`config.mk`:
```
export PLATFORM = sky130hd
export DESIGN_NAME = usb_fs_nb_in_buf
export DESIGN_NICKNAME = d
export VERILOG_FILES = /design/src/rtl/usb_fs_nb_in_buf.sv
export SDC_FILE = /design/constraint.sdc
export NUM_CORES = 2
export LEC_CHECK = 0
export CAP_MARGIN = 20
export CORE_ASPECT_RATIO = 0.75
export CORE_MARGIN = 2
export CORE_UTILIZATION = 60
export CTS_CLUSTER_DIAMETER = 100
export DETAILED_ROUTE_END_ITERATION = 8
export PLACE_DENSITY = 0.86
export SETUP_SLACK_MARGIN = 0.3
export SLEW_MARGIN = 0
export SYNTH_ARGS = -nofsm -noshare
export SYNTH_HDL_FRONTEND = slang
export SYNTH_SLANG_ARGS = --single-unit
```
`constraint.sdc`:
```
create_clock -name clk_48mhz_i -period 6.4 [get_ports clk_48mhz_i]
set_clock_uncertainty 0.1 [all_clocks]
set_input_delay 0.96 -clock clk_48mhz_i [delete_from_list [all_inputs] [get_ports clk_48mhz_i]]
set_output_delay 0.96 -clock clk_48mhz_i [all_outputs]
set_load 0.02 [all_outputs]
```
`src/rtl/usb_fs_nb_in_buf.sv`:
```
// IN-endpoint packet store: flop-based packet buffers plus per-endpoint descriptors served to the IN PE.
// Optional per-endpoint sent-packet counters are enabled by defining USB_IN_BUF_SENT_CNT_EN.
module usb_fs_nb_in_buf #(
   parameter int unsigned  NumInEps         = 12,
   parameter int unsigned  MaxInPktSizeByte = 32,
   parameter int unsigned  NumBufs          = 8,
   localparam int unsigned PktW             = $clog2(MaxInPktSizeByte),
   localparam int unsigned SizeW            = PktW + 1,
   localparam int unsigned BufW             = $clog2(NumBufs)
) (
   input  logic                 clk_48mhz_i,
   input  logic                 rst_ni,
   input  logic                 link_reset_i,
   input  logic                 buf_we_i,
   input  logic [BufW+PktW-1:0] buf_waddr_i,
   input  logic [7:0]           buf_wdata_i,
   input  logic                 cfg_we_i,
   input  logic [3:0]           cfg_ep_i,
   input  logic [BufW-1:0]      cfg_buf_i,
   input  logic [SizeW-1:0]     cfg_size_i,
   input  logic                 cfg_rdy_i,
   output logic                 cfg_err_o,
   input  logic                 in_xact_starting_i,
   input  logic [3:0]           in_xact_start_ep_i,
   input  logic [3:0]           in_ep_current_i,
   input  logic [PktW-1:0]      in_ep_get_addr_i,
   input  logic                 in_ep_rollback_i,
   input  logic                 in_ep_xact_end_i,
   output logic [NumInEps-1:0]  in_ep_has_data_o,
   output logic [NumInEps-1:0]  in_ep_data_done_o,
   output logic [7:0]           in_ep_data_o,
   output logic [NumInEps-1:0]  rdy_o,
   output logic [NumInEps-1:0]  busy_o,
   output logic [NumInEps-1:0]  pkt_sent_o
`ifdef USB_IN_BUF_SENT_CNT_EN
   ,
   output logic [NumInEps*8-1:0] sent_cnt_o
`endif
);

   logic [7:0]            mem_q [NumBufs*MaxInPktSizeByte];
   logic [BufW-1:0]       buf_q [NumInEps];
   logic [SizeW-1:0]      size_q [NumInEps];
   logic [NumInEps-1:0]   rdy_q, rdy_d, busy_q, busy_d, pkt_sent_q, pkt_sent_d;
   logic [NumInEps-1:0]   cfg_sel, ep_end;
   logic                  cfg_err_q, cfg_ep_valid, cfg_busy, cfg_conflict, cfg_accept;
   logic [SizeW-1:0]      cfg_size_clamped;
   logic                  cur_valid;
   logic [BufW-1:0]       cur_buf;

   always_ff @(posedge clk_48mhz_i) begin
      if (buf_we_i) mem_q[buf_waddr_i] <= buf_wdata_i;
   end

   always_comb begin
      cur_valid = 1'b0;
      cur_buf   = '0;
      for (int e = 0; e < NumInEps; e++) begin
         if (in_ep_current_i == 4'(e)) begin
            cur_valid = 1'b1;
            cur_buf   = buf_q[e];
         end
      end
   end

   // Zero-latency read: the PE's own output register is the only pipeline stage.
   assign in_ep_data_o = cur_valid ? mem_q[{cur_buf, in_ep_get_addr_i}] : 8'h00;

   assign cfg_ep_valid     = cfg_ep_i < 4'(NumInEps);
   assign cfg_busy         = |(cfg_sel & busy_q);
   assign cfg_conflict     = in_ep_xact_end_i && (cfg_ep_i == in_ep_current_i);
   assign cfg_accept       = cfg_we_i && cfg_ep_valid && !cfg_busy && !cfg_conflict;
   assign cfg_size_clamped = (cfg_size_i > SizeW'(MaxInPktSizeByte)) ?
                             SizeW'(MaxInPktSizeByte) : cfg_size_i;

   for (genvar gi = 0; gi < NumInEps; gi++) begin : g_ep
      logic sel_cur, busy_set, busy_clr;
      assign sel_cur     = (in_ep_current_i == 4'(gi));
      assign cfg_sel[gi] = (cfg_ep_i == 4'(gi));
      assign busy_set    = in_xact_starting_i && (in_xact_start_ep_i == 4'(gi)) && rdy_q[gi];
      assign busy_clr    = sel_cur && (in_ep_xact_end_i || in_ep_rollback_i);
      assign ep_end[gi]  = in_ep_xact_end_i && sel_cur && busy_q[gi];

      // A new start beats a same-cycle end/rollback so back-to-back INs stay busy.
      assign busy_d[gi] = link_reset_i ? 1'b0 :
                          busy_set     ? 1'b1 :
                          busy_clr     ? 1'b0 : busy_q[gi];
      assign rdy_d[gi]  = link_reset_i                ? 1'b0 :
                          ep_end[gi]                  ? 1'b0 :
                          (cfg_accept && cfg_sel[gi]) ? cfg_rdy_i : rdy_q[gi];
      assign pkt_sent_d[gi] = ep_end[gi] && !link_reset_i;

      assign in_ep_data_done_o[gi] = sel_cur ? ({1'b0, in_ep_get_addr_i} >= size_q[gi]) : 1'b1;
   end

   always_ff @(posedge clk_48mhz_i or negedge rst_ni) begin
      if (!rst_ni) begin
         rdy_q      <= '0;
         busy_q     <= '0;
         pkt_sent_q <= '0;
         cfg_err_q  <= 1'b0;
         for (int e = 0; e < NumInEps; e++) begin
            buf_q[e]  <= '0;
            size_q[e] <= '0;
         end
      end else begin
         rdy_q      <= rdy_d;
         busy_q     <= busy_d;
         pkt_sent_q <= pkt_sent_d;
         cfg_err_q  <= cfg_we_i && !cfg_accept;
         for (int e = 0; e < NumInEps; e++) begin
            if (cfg_accept && cfg_sel[e]) begin
               buf_q[e]  <= cfg_buf_i;
               size_q[e] <= cfg_size_clamped;
            end
         end
      end
   end

   assign in_ep_has_data_o = rdy_q;
   assign rdy_o            = rdy_q;
   assign busy_o           = busy_q;
   assign pkt_sent_o       = pkt_sent_q;
   assign cfg_err_o        = cfg_err_q;

`ifdef USB_IN_BUF_SENT_CNT_EN
   logic [7:0] sent_cnt_q [NumInEps];

   always_ff @(posedge clk_48mhz_i or negedge rst_ni) begin
      if (!rst_ni) begin
         for (int e = 0; e < NumInEps; e++) sent_cnt_q[e] <= '0;
      end else begin
         for (int e = 0; e < NumInEps; e++) begin
            if (link_reset_i)       sent_cnt_q[e] <= '0;
            else if (pkt_sent_q[e]) sent_cnt_q[e] <= sent_cnt_q[e] + 8'd1;
         end
      end
   end

   for (genvar gi = 0; gi < NumInEps; gi++) begin : g_cnt
      assign sent_cnt_o[gi*8 +: 8] = sent_cnt_q[gi];
   end
`endif

endmodule

```
# After elaboration in Yosys (flattened, before gate mapping)
# Memories as Yosys holds them, arrays and structs flattened.
# Index checks and enable logic that the tools add are counted.
dict set report classes {
  add_sub_neg 0
  mul 0
  div 0
  order_cmp 14
  eq_ne 34
  shifts 0
  n_mux 112
  bitwise 1
  n_reduce_logical 122
}
# cell count
set ops {}
lappend ops {{$mux W1} 98}
lappend ops {{$logic_and A1 B1 Y1} 89}
lappend ops {{$ge A5 B6 Y1} 12}
lappend ops {{$reduce_bool A3 Y1} 24}
lappend ops {{$eq A4 B3 Y1 const B} 12}
lappend ops {{$eq A4 B4 Y1 const B} 12}
lappend ops {{$mux W3} 12}
lappend ops {{$eq A4 B2 Y1 const B} 6}
lappend ops {{$and A12 B12 Y12} 1}
lappend ops {{$eq A4 B1 Y1 const B} 3}
lappend ops {{$logic_not A4 Y1} 3}
lappend ops {{$reduce_or A12 Y1} 1}
lappend ops {{$mux W8} 1}
lappend ops {{$gt A6 B6 Y1 const B} 1}
lappend ops {{$mux W6} 1}
lappend ops {{$eq A4 B4 Y1} 1}
lappend ops {{$logic_not A1 Y1} 4}
lappend ops {{$lt A4 B4 Y1 const B} 1}
lappend ops {{$logic_or A1 B1 Y1} 1}
dict set report totals {
  ff_bits 145
  latchBits 0
  ram_bits 2048
  mem_bits_ro 0
  in_bits 51
  out_inout_bits 69
  word_cells 334
  n_memories 1
}
# memory words width rd rd_ports_with_merged_regs write_ports line
set mem_list {}
lappend mem_list {mem_q 256 8 1 0 1 41} ;# logic [7:0] mem_q [NumBufs*MaxInPktSizeByte];

# Longest topological paths before layout
# An unclocked memory read counts as a cell.
dict set report logic_depth {
  word_depth 15
  mapped_depth 14
  depth_no_buf 9
}

# Least setup slack after synthesis
# OpenSTA, ideal clock, no wires.
dict set report synth_timing {
  kind {input port to output port}
  from {input in_ep_get_addr_i[0]}
  to {output in_ep_data_done_o[0]}
  t_arrival_ns 3.460
  required_time_ns 5.340
  slack_ns 1.880
  stages 14
  n_path_buf 5
  cell_sequence {buf_4 buf_6 buf_6 buf_6 buf_6 clkinv_1 ha_1 nand2b_1 a21oi_1 nor2b_1 o21ai_0 nand2b_1 a21oi_1 o21ai_0}
}
dict set report synth_between {
  elab_chain_cells 2
}
# element line
set synth_rtl {}
lappend synth_rtl {{from (decl)} 26} ;# input logic [PktW-1:0] in_ep_get_addr_i,
lappend synth_rtl {{$ge A5 B6 Y1} 93} ;# assign in_ep_data_done_o[gi] = sel_cur ? ({1'b0, in_ep_get_addr_i} >= size_q[gi]) : 1'b1;
lappend synth_rtl {{$mux W1} 93}
lappend synth_rtl {{to (decl)} 30} ;# output logic [NumInEps-1:0] in_ep_data_done_o,
# Every way passes these cells.

# Worst setup path in the final report
dict set report layout_timing {
  from {input in_ep_get_addr_i[4]}
  to {output in_ep_data_o[2]}
}
dict set report layout_between {
  elab_chain_cells 2
}
# element line
set layout_rtl {}
lappend layout_rtl {{$mem_v2 Z256 W8} n/a}
lappend layout_rtl {{$mux W8} 67} ;# assign in_ep_data_o = cur_valid ? mem_q[{cur_buf, in_ep_get_addr_i}] : 8'h00;
lappend layout_rtl {{to (decl)} 31} ;# output logic [7:0] in_ep_data_o,
# Every way passes these cells.

==> results.md <==
- Status: complete, no violations
- I/O Buffers: 119
- Post-CTS Setup Inserts: 0
- Die width: 445 um
- Reg2Reg Depth: 7
- Yosys warns: 0
- DRT Wirelength: 243000 um
- CTS root buffer: clkbuf_16
- Ys flop type: edfxtp_1
- Crit path arrival time: 4860 ps
- Post-route insts no fill: 6682
- Share of the yosys chip area belonging to registers: 74.4%
- Critical path fanouts, max: 33
- Largest net degree at the start of global routing: 145
- Initial core utilization: 60.4%
- GP Congestion: 0.977
- Mapped Nets: 4517
- Hold Buf Count CTS: 0
- Layout fillers: 8474
- # clock sinks: 2193
- Via density per instance: 7.23
- Leading area contributor after synthesis: edfxtp_1
- Setup Total Neg Slack: 0 ps
- Top cells by area, synth: edfxtp_1, mux4_2, dfrtp_1, mux2i_1, nor2_1
- Final setup fails: 0
- DP Wirelength: 144000 um
- Cell family with most CP delay: simple AND/OR/NAND/NOR gates
- Synthesized area per cell: 19.9 sq um
- Netlist cell types: 75
- Clk pin slew, worst setup/hold paths: 60 ps
- Measured slew at the worst slew-check pin: 1300 ps
- Die Ht: 335 um
- RSZ-0062 raised after global routing: false
- Antenna violations before repair: 21
- H-tree depth: 4
- Min-delay worst type: in -> async
- Commonest non-fill, non-tap cell in the layout: edfxtp_1
- Pleak: 31.5 nW
- Synth Cell Area: 87500 sq um
- Most frequent cells in the layout: edfxtp_1, mux4_2, nor2_1
- # IOs: 120
- Top cell type's share of synthesized area: 70.3%
- Post-synth EDFFs: 2048
- Core region area: 145000 sq um
- Vias post-DR: 48.3k
- Syn-to-layout area delta: 11.7%
- First-pass GRT wire length: 346000 um
- Final ANT Viol Nets: 0
- Reg-to-Reg End: in_ep_has_data_o[2]
- Tcrit/Tclk final: 92.5%
- Routing usage on met2: 49.1%
- Clk_lat worst skew: 840 ps
- RR Startpoint: busy_o[3]
- Max Transition Viols Final: 0
- CP Launch Type: primary input
- Initial drt markers: 9006
- Num CTS Buffers: 192
- Grt met1 use: 44.5%
- Cells along the critical path: buf_4 > nor2_4 > buf_4 > a22oi_1 > a21oi_1 > o211ai_1 > nand2_1 > o22ai_1 > nor3_1 > buf_4
- NumNets Final: 4713
- Fmax: 169 MHz
- Die area: 149000 sq um
- Worst Setup EP: in_ep_data_o[2]
- Clock buffer depth: 3
- Max incr delay on CP: 980 ps
- Critical Path End Type: primary output
- Crit-path slowest cell: nor2_4
- Number of global-route vias before repair: 48.0k
- Stages on worst setup path: 10
- Crit path kind: in -> out
- Peak supply drop: 0.000299 V
- Power per cell area: 308 nW/um^2
- Dpl cells: 6306
- CP startpoint: in_ep_get_addr_i[4]
- Worst Path Required: 5340 ps
- WHS: 71.4 ps
- Overall Global Routing Usage: 32.8%
- FF-to-FF setup slack: 3020 ps
- Synth Register Bits: 2193
- Crit path top cell by count: buf_4
- GRT Max-Usage Layer: met2
- Tmin final: 5920 ps
- Met3 Use GR: 11.6%
- Cts repair resizes: 0
- Fin. Hold Viols: 0
- Synth async-reset ratio: 6.61%
- Residual DRC: 0
- MaxCap Viol Count: 0
- Relative slew slack: 12.8%
- Avg WL per Cell: 36.3 um
- Row cnt: 121
- Layout cells sized above 1: 23.2%
- Mapped Cells: 4406
- Critical path buffer and inverter count: 3
- TritonCTS clock tree: built
- Post-Layout Inst Area: 97700 sq um
- Placed cell area: 91200 sq um
- Remaining Overflow, GRT: 0
- DR pass1 iterations: 7
## synth_stat cells, types with 4 or more instances
master     instances
nor3_1            14
inv_1             54
a311oi_1          12
mux4_2           516
a32oi_1            8
a22oi_1          112
nor4_1             9
buf_1             16
nand4_1           15
and2_1             4
mux2_2            85
o22ai_1            9
clkbuf_1         121
o21ai_0           80
buf_2             63
a31oi_1           11
a221oi_1          30
a21oi_1           99
ha_1              60
mux2i_1          143
a22o_1            16
nor2b_1           44
nand2_1           96
and4b_1            4
o211ai_1          16
or3_1              6
nor3b_1            8
dfrtp_1          145
buf_4             63
nor2_1           294
o2111ai_1          7
and3_1            10
o21a_1             6
nand3_1           64
nand2b_1          37
edfxtp_1        2048
nor2_2             5
buf_6             16
## worst register-to-register path, stage by stage (launching register included)
cell	delay, ps
dfrtp_1	440
mux4_2	560
nand3_1	110
o41ai_1	130
nor4_1	650
nand2b_1	710
mux2i_1	270
a311oi_1	310
## cell families after synthesis
| family | after synthesis | share of synthesized area (%) |
|---|---|---|
| AND/OR/NAND/NOR | 630 | 3.35 |
| buffers and inverters | 334 | 1.93 |
| XOR/XNOR | 4 | 0.0400 |
| flip-flops | 2193 | 74.4 |
| AO/OA/AOI/OAI | 439 | 3.38 |
| multiplexers | 746 | 16.0 |
| adder cells (fa/ha/maj) | 60 | 0.858 |
## cell type report
class	instances	area, sq um	share of cell area [%]
flip-flops and latches	2193	65100	66.6
multi-input cells	1879	20800	21.3
clock buffers	225	4960	5.07
repair buffers	281	2750	2.81
diodes	14	35.0	0.0358
inverters	55	209	0.214
clock inverters	129	1500	1.54
well taps	1906	2380	2.44
## per-layer routing
layer,share of wire [%],vias to the layer above
met5,0.12,-
met4,4.6,18
met3,16,818
met2,45,4527
met1,34,24500
li1,-,18400
## through the flow
stage	total power [mW]	utilization [%]	worst slack, ps
CTS	30.1	67.3	690
finish	30.1	67.4	480
global route	30.7	67.4	486
detailed placement	18.3	62.9	711
floorplan	17.4	-	1880
global placement	18.2	62.9	697
## report_power, final
part | internal, mW | switching, mW
Sequential | 15.8 | 0.0916
Clock | 6.56 | 5.47
Combinational | 0.805 | 1.36
Total | 23.2 | 6.92
## flip-flops by register name, indices dropped and copies added, names as in the netlist
register,count
pkt_sent_o,12
size_q,72
mem_q,2048
buf_q,36
in_ep_has_data_o,12
busy_o,12
cfg_err_o,1
## worst min path at each step
| stage | from | endpoint | slack, ps | cells after the start |
|---|---|---|---|---|
| floorplan | size_q[47] | size_q[47] | 360 | 1 |
| global placement | size_q[47] | size_q[47] | 370 | 1 |
| detailed placement | size_q[47] | size_q[47] | 390 | 1 |
| CTS | rst_ni | size_q[23] | 100 | 1 |
| global route | rst_ni | pkt_sent_o[1] | 150 | 1 |
| finish | rst_ni | pkt_sent_o[1] | 70 | 1 |
(Power assumes the default switching activity.)
